$ cat src/rtl/ps2_zx_keymatrix.sv
// PS/2 keyboard to ZX Spectrum 8x5 key matrix, answering the ULA port #FE read on kd.
// Synchronizes and filters the PS/2 lines, receives frames, and decodes make/break codes.
module ps2_zx_keymatrix #(
  parameter int unsigned TIMEOUT = 1792
) (
  input  logic       clk14_i,
  input  logic       rst_n_i,
  input  logic       ps2_clk_i,
  input  logic       ps2_dat_i,
  input  logic [7:0] addr_hi_i,
  output logic [4:0] kd_o,
  output logic       frame_err_o
);

  localparam int unsigned ToW = $clog2(TIMEOUT + 1);

  typedef enum logic [2:0] {StIdle, StExt, StBrk, StExtBrk, StSkip} state_e;

  // Synchronizers and clock filter
  logic [1:0] clk_sync_q, dat_sync_q;
  logic [2:0] filt_cnt_q, filt_cnt_d;
  logic       filt_q, filt_d;
  logic       fall;

  always_ff @(posedge clk14_i) begin
    if (!rst_n_i) begin
      clk_sync_q <= 2'b11;
      dat_sync_q <= 2'b11;
      filt_cnt_q <= '0;
      filt_q     <= 1'b1;
    end else begin
      clk_sync_q <= {clk_sync_q[0], ps2_clk_i};
      dat_sync_q <= {dat_sync_q[0], ps2_dat_i};
      filt_cnt_q <= filt_cnt_d;
      filt_q     <= filt_d;
    end
  end

  // The filtered level flips on the 8th consecutive sample that disagrees with it.
  always_comb begin
    filt_d     = filt_q;
    filt_cnt_d = '0;
    if (clk_sync_q[1] != filt_q) begin
      if (filt_cnt_q == 3'd7) begin
        filt_d = clk_sync_q[1];
      end else begin
        filt_cnt_d = filt_cnt_q + 3'd1;
      end
    end
  end

  assign fall = filt_q & ~filt_d;

  // Frame receiver
  logic [3:0]     bit_cnt_q, bit_cnt_d;
  logic [9:0]     shift_q, shift_d;
  logic [ToW-1:0] to_cnt_q, to_cnt_d;
  logic [7:0]     byte_q, byte_d;
  logic           byte_valid_q, byte_valid_d;
  logic           frame_err_q, frame_err_d;

  always_comb begin
    bit_cnt_d    = bit_cnt_q;
    shift_d      = shift_q;
    to_cnt_d     = to_cnt_q;
    byte_d       = byte_q;
    byte_valid_d = 1'b0;
    frame_err_d  = 1'b0;
    if (fall) begin
      to_cnt_d = '0;
      if (bit_cnt_q == 4'd10) begin
        bit_cnt_d = '0;
        // shift_q[0] is the start bit, [8:1] data, [9] parity; the live sample is the stop bit.
        if (!shift_q[0] && dat_sync_q[1] && (^shift_q[9:1])) begin
          byte_valid_d = 1'b1;
          byte_d       = shift_q[8:1];
        end else begin
          frame_err_d = 1'b1;
        end
      end else begin
        shift_d   = {dat_sync_q[1], shift_q[9:1]};
        bit_cnt_d = bit_cnt_q + 4'd1;
      end
    end else if (bit_cnt_q != 4'd0) begin
      if (to_cnt_q == ToW'(TIMEOUT - 1)) begin
        bit_cnt_d = '0;
        to_cnt_d  = '0;
      end else begin
        to_cnt_d = to_cnt_q + ToW'(1);
      end
    end
  end

  always_ff @(posedge clk14_i) begin
    if (!rst_n_i) begin
      bit_cnt_q    <= '0;
      shift_q      <= '0;
      to_cnt_q     <= '0;
      byte_q       <= '0;
      byte_valid_q <= 1'b0;
      frame_err_q  <= 1'b0;
    end else begin
      bit_cnt_q    <= bit_cnt_d;
      shift_q      <= shift_d;
      to_cnt_q     <= to_cnt_d;
      byte_q       <= byte_d;
      byte_valid_q <= byte_valid_d;
      frame_err_q  <= frame_err_d;
    end
  end

  assign frame_err_o = frame_err_q;

  // Scancode lookup: {hit, row, column}
  function automatic logic [6:0] map_code(input logic [7:0] code);
    case (code)
      8'h12: map_code = {1'b1, 3'd0, 3'd0};
      8'h1A: map_code = {1'b1, 3'd0, 3'd1};
      8'h22: map_code = {1'b1, 3'd0, 3'd2};
      8'h21: map_code = {1'b1, 3'd0, 3'd3};
      8'h2A: map_code = {1'b1, 3'd0, 3'd4};
      8'h1C: map_code = {1'b1, 3'd1, 3'd0};
      8'h1B: map_code = {1'b1, 3'd1, 3'd1};
      8'h23: map_code = {1'b1, 3'd1, 3'd2};
      8'h2B: map_code = {1'b1, 3'd1, 3'd3};
      8'h34: map_code = {1'b1, 3'd1, 3'd4};
      8'h15: map_code = {1'b1, 3'd2, 3'd0};
      8'h1D: map_code = {1'b1, 3'd2, 3'd1};
      8'h24: map_code = {1'b1, 3'd2, 3'd2};
      8'h2D: map_code = {1'b1, 3'd2, 3'd3};
      8'h2C: map_code = {1'b1, 3'd2, 3'd4};
      8'h16: map_code = {1'b1, 3'd3, 3'd0};
      8'h1E: map_code = {1'b1, 3'd3, 3'd1};
      8'h26: map_code = {1'b1, 3'd3, 3'd2};
      8'h25: map_code = {1'b1, 3'd3, 3'd3};
      8'h2E: map_code = {1'b1, 3'd3, 3'd4};
      8'h45: map_code = {1'b1, 3'd4, 3'd0};
      8'h46: map_code = {1'b1, 3'd4, 3'd1};
      8'h3E: map_code = {1'b1, 3'd4, 3'd2};
      8'h3D: map_code = {1'b1, 3'd4, 3'd3};
      8'h36: map_code = {1'b1, 3'd4, 3'd4};
      8'h4D: map_code = {1'b1, 3'd5, 3'd0};
      8'h44: map_code = {1'b1, 3'd5, 3'd1};
      8'h43: map_code = {1'b1, 3'd5, 3'd2};
      8'h3C: map_code = {1'b1, 3'd5, 3'd3};
      8'h35: map_code = {1'b1, 3'd5, 3'd4};
      8'h5A: map_code = {1'b1, 3'd6, 3'd0};
      8'h4B: map_code = {1'b1, 3'd6, 3'd1};
      8'h42: map_code = {1'b1, 3'd6, 3'd2};
      8'h3B: map_code = {1'b1, 3'd6, 3'd3};
      8'h33: map_code = {1'b1, 3'd6, 3'd4};
      8'h29: map_code = {1'b1, 3'd7, 3'd0};
      8'h59: map_code = {1'b1, 3'd7, 3'd1};
      8'h14: map_code = {1'b1, 3'd7, 3'd1};
      8'h3A: map_code = {1'b1, 3'd7, 3'd2};
      8'h31: map_code = {1'b1, 3'd7, 3'd3};
      8'h32: map_code = {1'b1, 3'd7, 3'd4};
      default: map_code = '0;
    endcase
  endfunction

  function automatic logic [6:0] map_ext(input logic [7:0] code);
    case (code)
      8'h14: map_ext = {1'b1, 3'd7, 3'd1};
      8'h5A: map_ext = {1'b1, 3'd6, 3'd0};
      default: map_ext = '0;
    endcase
  endfunction

  logic [6:0] norm_map, ext_map;
  assign norm_map = map_code(byte_q);
  assign ext_map  = map_ext(byte_q);

  // Decoder FSM and key matrix
  state_e          state_q;
  logic [2:0]      skip_q;
  logic [7:0][4:0] key_q;

  always_ff @(posedge clk14_i) begin
    if (!rst_n_i) begin
      state_q <= StIdle;
      skip_q  <= '0;
      key_q   <= '0;
    end else if (byte_valid_q) begin
      unique case (state_q)
        StIdle: begin
          if (byte_q == 8'hE0) begin
            state_q <= StExt;
          end else if (byte_q == 8'hF0) begin
            state_q <= StBrk;
          end else if (byte_q == 8'hE1) begin
            state_q <= StSkip;
            skip_q  <= 3'd7;
          end else if (byte_q == 8'hAA || byte_q == 8'h00 || byte_q == 8'hFF) begin
            key_q <= '0;
          end else if (norm_map[6]) begin
            key_q[norm_map[5:3]][norm_map[2:0]] <= 1'b1;
          end
        end
        StExt: begin
          if (byte_q == 8'hF0) begin
            state_q <= StExtBrk;
          end else begin
            if (ext_map[6]) key_q[ext_map[5:3]][ext_map[2:0]] <= 1'b1;
            state_q <= StIdle;
          end
        end
        StBrk: begin
          if (norm_map[6]) key_q[norm_map[5:3]][norm_map[2:0]] <= 1'b0;
          state_q <= StIdle;
        end
        StExtBrk: begin
          if (ext_map[6]) key_q[ext_map[5:3]][ext_map[2:0]] <= 1'b0;
          state_q <= StIdle;
        end
        StSkip: begin
          skip_q <= skip_q - 3'd1;
          if (skip_q == 3'd1) state_q <= StIdle;
        end
        default: state_q <= StIdle;
      endcase
    end
  end

  // Column output: OR of every selected half-row, inverted and registered
  logic [4:0] sel_cols;
  logic [4:0] kd_q;

  always_comb begin
    sel_cols = '0;
    for (int r = 0; r < 8; r++) begin
      if (!addr_hi_i[r]) sel_cols = sel_cols | key_q[r];
    end
  end

  always_ff @(posedge clk14_i) begin
    if (!rst_n_i) begin
      kd_q <= 5'b11111;
    end else begin
      kd_q <= ~sel_cols;
    end
  end

  assign kd_o = kd_q;

endmodule

$ cat config.mk
export PLATFORM = sky130hd
export DESIGN_NAME = ps2_zx_keymatrix
export DESIGN_NICKNAME = d
export VERILOG_FILES = /design/src/rtl/ps2_zx_keymatrix.sv
export SDC_FILE = /design/constraint.sdc
export NUM_CORES = 1
export LEC_CHECK = 0
export BUFFER_PORTS_ARGS = -buffer_cell sky130_fd_sc_hd__buf_2
export CORE_MARGIN = 2
export CORE_UTILIZATION = 50
export CTS_CLUSTER_SIZE = 12
export DETAILED_ROUTE_END_ITERATION = 10
export GPL_TIMING_DRIVEN = 0
export HOLD_SLACK_MARGIN = 0.1
export PLACE_DENSITY = 0.77
export REMOVE_ABC_BUFFERS = 1
export SLEW_MARGIN = 15
export SYNTH_ARGS = -nofsm -noshare
export SYNTH_HDL_FRONTEND = slang
export SYNTH_SLANG_ARGS = --single-unit
export TNS_END_PERCENT = 1
$ cat constraint.sdc
create_clock -name clk14_i -period 3.1 [get_ports clk14_i]
set_input_delay 0.31 -clock clk14_i [delete_from_list [all_inputs] [get_ports clk14_i]]
set_output_delay 0.31 -clock clk14_i [all_outputs]
set_load 0.01 [all_outputs]
==> summary.md <==
| Metric | Value |
|---|---|
| Status | finished, violations left |
| Failing checks | setup timing |
| GR Util All Layers | 26.4% |
| Layout cells sized above 1 | 14.0% |
| Clock Tree Buf Depth | 2 |
| Worst min-delay path category | in -> reg |
| Syn-to-layout area delta | 11.0% |
| Multi-input gate area | 3620 um2 |
| Row cnt | 39 |
| DRC viols | 0 |
| Worst Path Max Fanout | 16 |
| EDFF count, synth | 0 |
| CP Data Required Time | 3.29 ns |
| Crit-path cells | inv_1 > ha_1 > nand3b_1 > or3_4 > buf_4 > o21ai_1 > a21o_1 > inv_2 > a311oi_1 > a211o_1 > nand4b_1 |
| Async set-reset flop share out of synthesis | 0% |
| # setup viols final | 2 |
| Number of max-cap violations | 0 |
| Worst hold margin | 0.136 ns |
| Die Y | 113 um |
| Syn Inst Count | 768 |
| Post-Synthesis Cell Area | 5970 um2 |
| Full die area | 12800 um2 |
| Chip width | 113 um |
| Most used DFF post-synth | dfxtp_1 |
| Worst vdd ir | 0.192 mV |
| Vias | 5893 |
| # hold bufs at CTS | 0 |
| Root Buffer | clkbuf_16 |
| Final ANT Viol Nets | 0 |
| DR WL/cell | 18.1 um |
| Clk_skew | 0.00942 ns |
| Fin crit share | 102% |
| Fmax achieved | 318 MHz |
| Synth area leaders | dfxtp_1, a21oi_1, nand2_1 |
| Area leader, netlist | dfxtp_1 |
| Clk Latency, worst-skew pair | 0.35 ns |
| Vias/cell | 6.34 |
| Crit-path slowest cell | or3_4 |
| First-pass GRT wire length | 27.5 mm |
| Vias in the first global route | 5695 |
| Initial core utilization | 51.9% |
| # port buffers | 17 |
| Total power | 2.43 mW |
| Max incr delay on CP | 0.51 ns |
| Crit start category | flip-flop |
| Ant diodes | 0 |
| Register area share after synthesis | 33.8% |
| Nature of the critical path endpoint | flip-flop |
| Min cycle time layout | 3.15 ns |
| Final nets | 810 |
| H-tree depth | 3 |
| Worst Setup Path Type | reg -> reg |
| CTS tree | built |
| Post-Layout Cell Count | 930 |
| Syn Area/Cell | 7.78 um2 |
| CTS sink cnt | 101 |
| Pins Over Slew Limit | 0 |
| Worst Slack Setup Final | -0.0478 ns |
| Fillers | 1027 |
| Pwr/cell area | 366 nW/um2 |
| Antenna violations before repair | 0 |
| DPL Wire Length | 11.4 mm |
| Number of DRC markers in iteration 0 | 538 |
| IO Pins | 18 |
| Clk pin slew, worst setup/hold paths | 0.07 ns |
| Pre-antenna DRT Iters | 5 |
| Core Area | 11500 um2 |
| CTS Buf Count | 9 |
| Finished Core Util | 57.6% |
| Place WS | -1.34 ns |
| Largest net degree at the start of global routing | 50 |
| Placed cells | 891 |
| Register area | 2020 um2 |
| Final wirelength | 16.8 mm |
| RSZ-0062 raised after global routing | yes |
| Measured slew at the worst slew-check pin | 1.19 ns |
| Rel. slew slack | 20.5% |
| Syn. warnings | 0 |
| GR Overflow Total | 0 |
| Global placement routability congestion | 0.889 |
| Area share of the largest cell type after synthesis | 33.8% |
| Count of state elements after synthesis | 101 |
| Leak pwr | 2.16 nW |
| Crit path DAT | 3.34 ns |
| Cell variety after synth | 75 |
| Final hold viol count | 0 |
==> worst max-delay path, delay by kind of cell, from the launching register on <==
family,cells,cell delay (ns)
flip-flops,1,0.34
AO/OA/AOI/OAI,4,1.04
buffers and inverters,3,0.51
adder cells (fa/ha/maj),1,0.18
AND/OR/NAND/NOR,3,0.91
==> stage by stage <==
| stage | setup TNS, ns | instance area (um2) |
|---|---|---|
| 6_report | -0.0511 | 6630 |
| 5_1_grt | -0.919 | 6630 |
| 4_1_cts | 0 | 6590 |
| 3_5_place_dp | -9.42 | 6090 |
| 3_3_place_gp | -11.73 | 6060 |
| 2_1_floorplan | -2.01 | 5790 |
==> worst paths after layout <==
path | start | to | slack [ns] | cells after the start
worst max-delay path | bit_cnt_q[0]$_SDFFE_PN0P_ | flip-flop | -0.05 | 11
worst min-delay path | ps2_dat_i | dat_sync_q[0]$_SDFF_PN1_ | 0.14 | 2
worst max register to register | bit_cnt_q[0]$_SDFFE_PN0P_ | flip-flop | -0.05 | 11
worst min register to register | dat_sync_q[0]$_SDFF_PN1_ | dat_sync_q[1]$_SDFF_PN1_ | 0.41 | 1
==> sequential cells by signal, summed over array words and instances (netlist names), named ones only <==
| register | flops |
|---|---|
| byte_valid_q | 1 |
| clk_sync_q | 2 |
| bit_cnt_q | 4 |
| kd_o | 5 |
| shift_q | 10 |
| skip_q | 3 |
| frame_err_o | 1 |
| byte_q | 8 |
| filt_q | 1 |
| dat_sync_q | 2 |
| state_q | 3 |
| to_cnt_q | 11 |
| filt_cnt_q | 3 |
| key_q | 40 |
==> Yosys cell counts (all sizes together), types with 17 or more instances <==
master and number:
dfxtp 101, a21oi 94, nand2 70, inv 62, o21ai 47, nor2 46, nand3 35, nor3 27
clkbuf 25, o22ai 24, nand2b 18, o211ai 17
==> kinds of logic after synthesis <==
family | share of synthesized area (%)
DFF | 33.8
adders and majority gates | 3.14
muxes | 1.91
xor gates and xnor gates | 3.98
and+or+nand+nor | 22.5
AOI/OAI and AO/OA | 27.6
buffers and inverters | 7.02
==> what timing repair did <==
action / in CTS / in global routing
hold endpoints to repair: 0 / 0
setup endpoints to repair: 13 / 40
setup buffers: 21 / 3
gates resized for setup: 17 / 8
pin swaps: 7 / 2
==> layout by cell type (no fill, tap or decap), types with 4 or more instances in the layout <==
| master | synthesis | final |
|---|---|---|
| nand3b_1 | 4 | 4 |
| o21ai_1 | 4 | 5 |
| buf_4 | 1 | 24 |
| o21ai_2 | 3 | 4 |
| o21ai_0 | 40 | 37 |
| o22ai_1 | 23 | 23 |
| buf_2 | 7 | 18 |
| a21boi_0 | 4 | 4 |
| o211ai_1 | 16 | 16 |
| mux2i_1 | 8 | 7 |
| a22oi_1 | 5 | 5 |
| nand4b_1 | 4 | 4 |
| xnor2_1 | 9 | 8 |
| dfxtp_1 | 101 | 100 |
| ha_1 | 15 | 12 |
| a21o_1 | 4 | 4 |
| o21a_1 | 4 | 4 |
| a31oi_1 | 14 | 14 |
| and2_1 | 9 | 9 |
| clkbuf_16 | 0 | 9 |
| a21oi_1 | 90 | 89 |
| nor3_1 | 25 | 23 |
| nor2_1 | 46 | 46 |
| inv_1 | 60 | 57 |
| or2_2 | 5 | 5 |
| and3_1 | 6 | 6 |
| nand2_1 | 70 | 69 |
| xor2_1 | 9 | 9 |
| or4_1 | 4 | 4 |
| nand3_1 | 35 | 35 |
| o41ai_1 | 5 | 5 |
| nand4_1 | 8 | 8 |
| nand2b_1 | 18 | 18 |
| a21oi_2 | 4 | 5 |
| a211oi_1 | 16 | 16 |
| inv_2 | 2 | 4 |
| o2111ai_1 | 4 | 4 |
==> report_power, final <==
group | total (mW) | switching, mW | leakage, nW | internal (mW)
sequential | 1.30 | 0.00134 | 0.815 | 1.30
combinational | 0.0528 | 0.0399 | 1.20 | 0.0129
clock | 1.08 | 0.487 | 0.136 | 0.589
total | 2.43 | 0.529 | 2.16 | 1.90
==> layer usage <==
| metal | wire length (um) | part of all wire [%] | GRT usage [%] |
|---|---|---|---|
| met5 | 0 | 0 | 0 |
| met4 | 317 | 1.9 | 10.9 |
| met2 | 8300 | 49 | 43.8 |
| met3 | 1020 | 6.1 | 5.57 |
| met1 | 7210 | 43 | 33.5 |
==> area by class of cell <==
class	count	area share [%]
multi-input combinational	565	54.6
sequential	101	30.5
timing repair buffer	43	4.38
clock buffer	13	3.92
inverter	63	3.64
tap	143	2.70
clock inverter	2	0.264
Power figures use the tool's default switching activity.
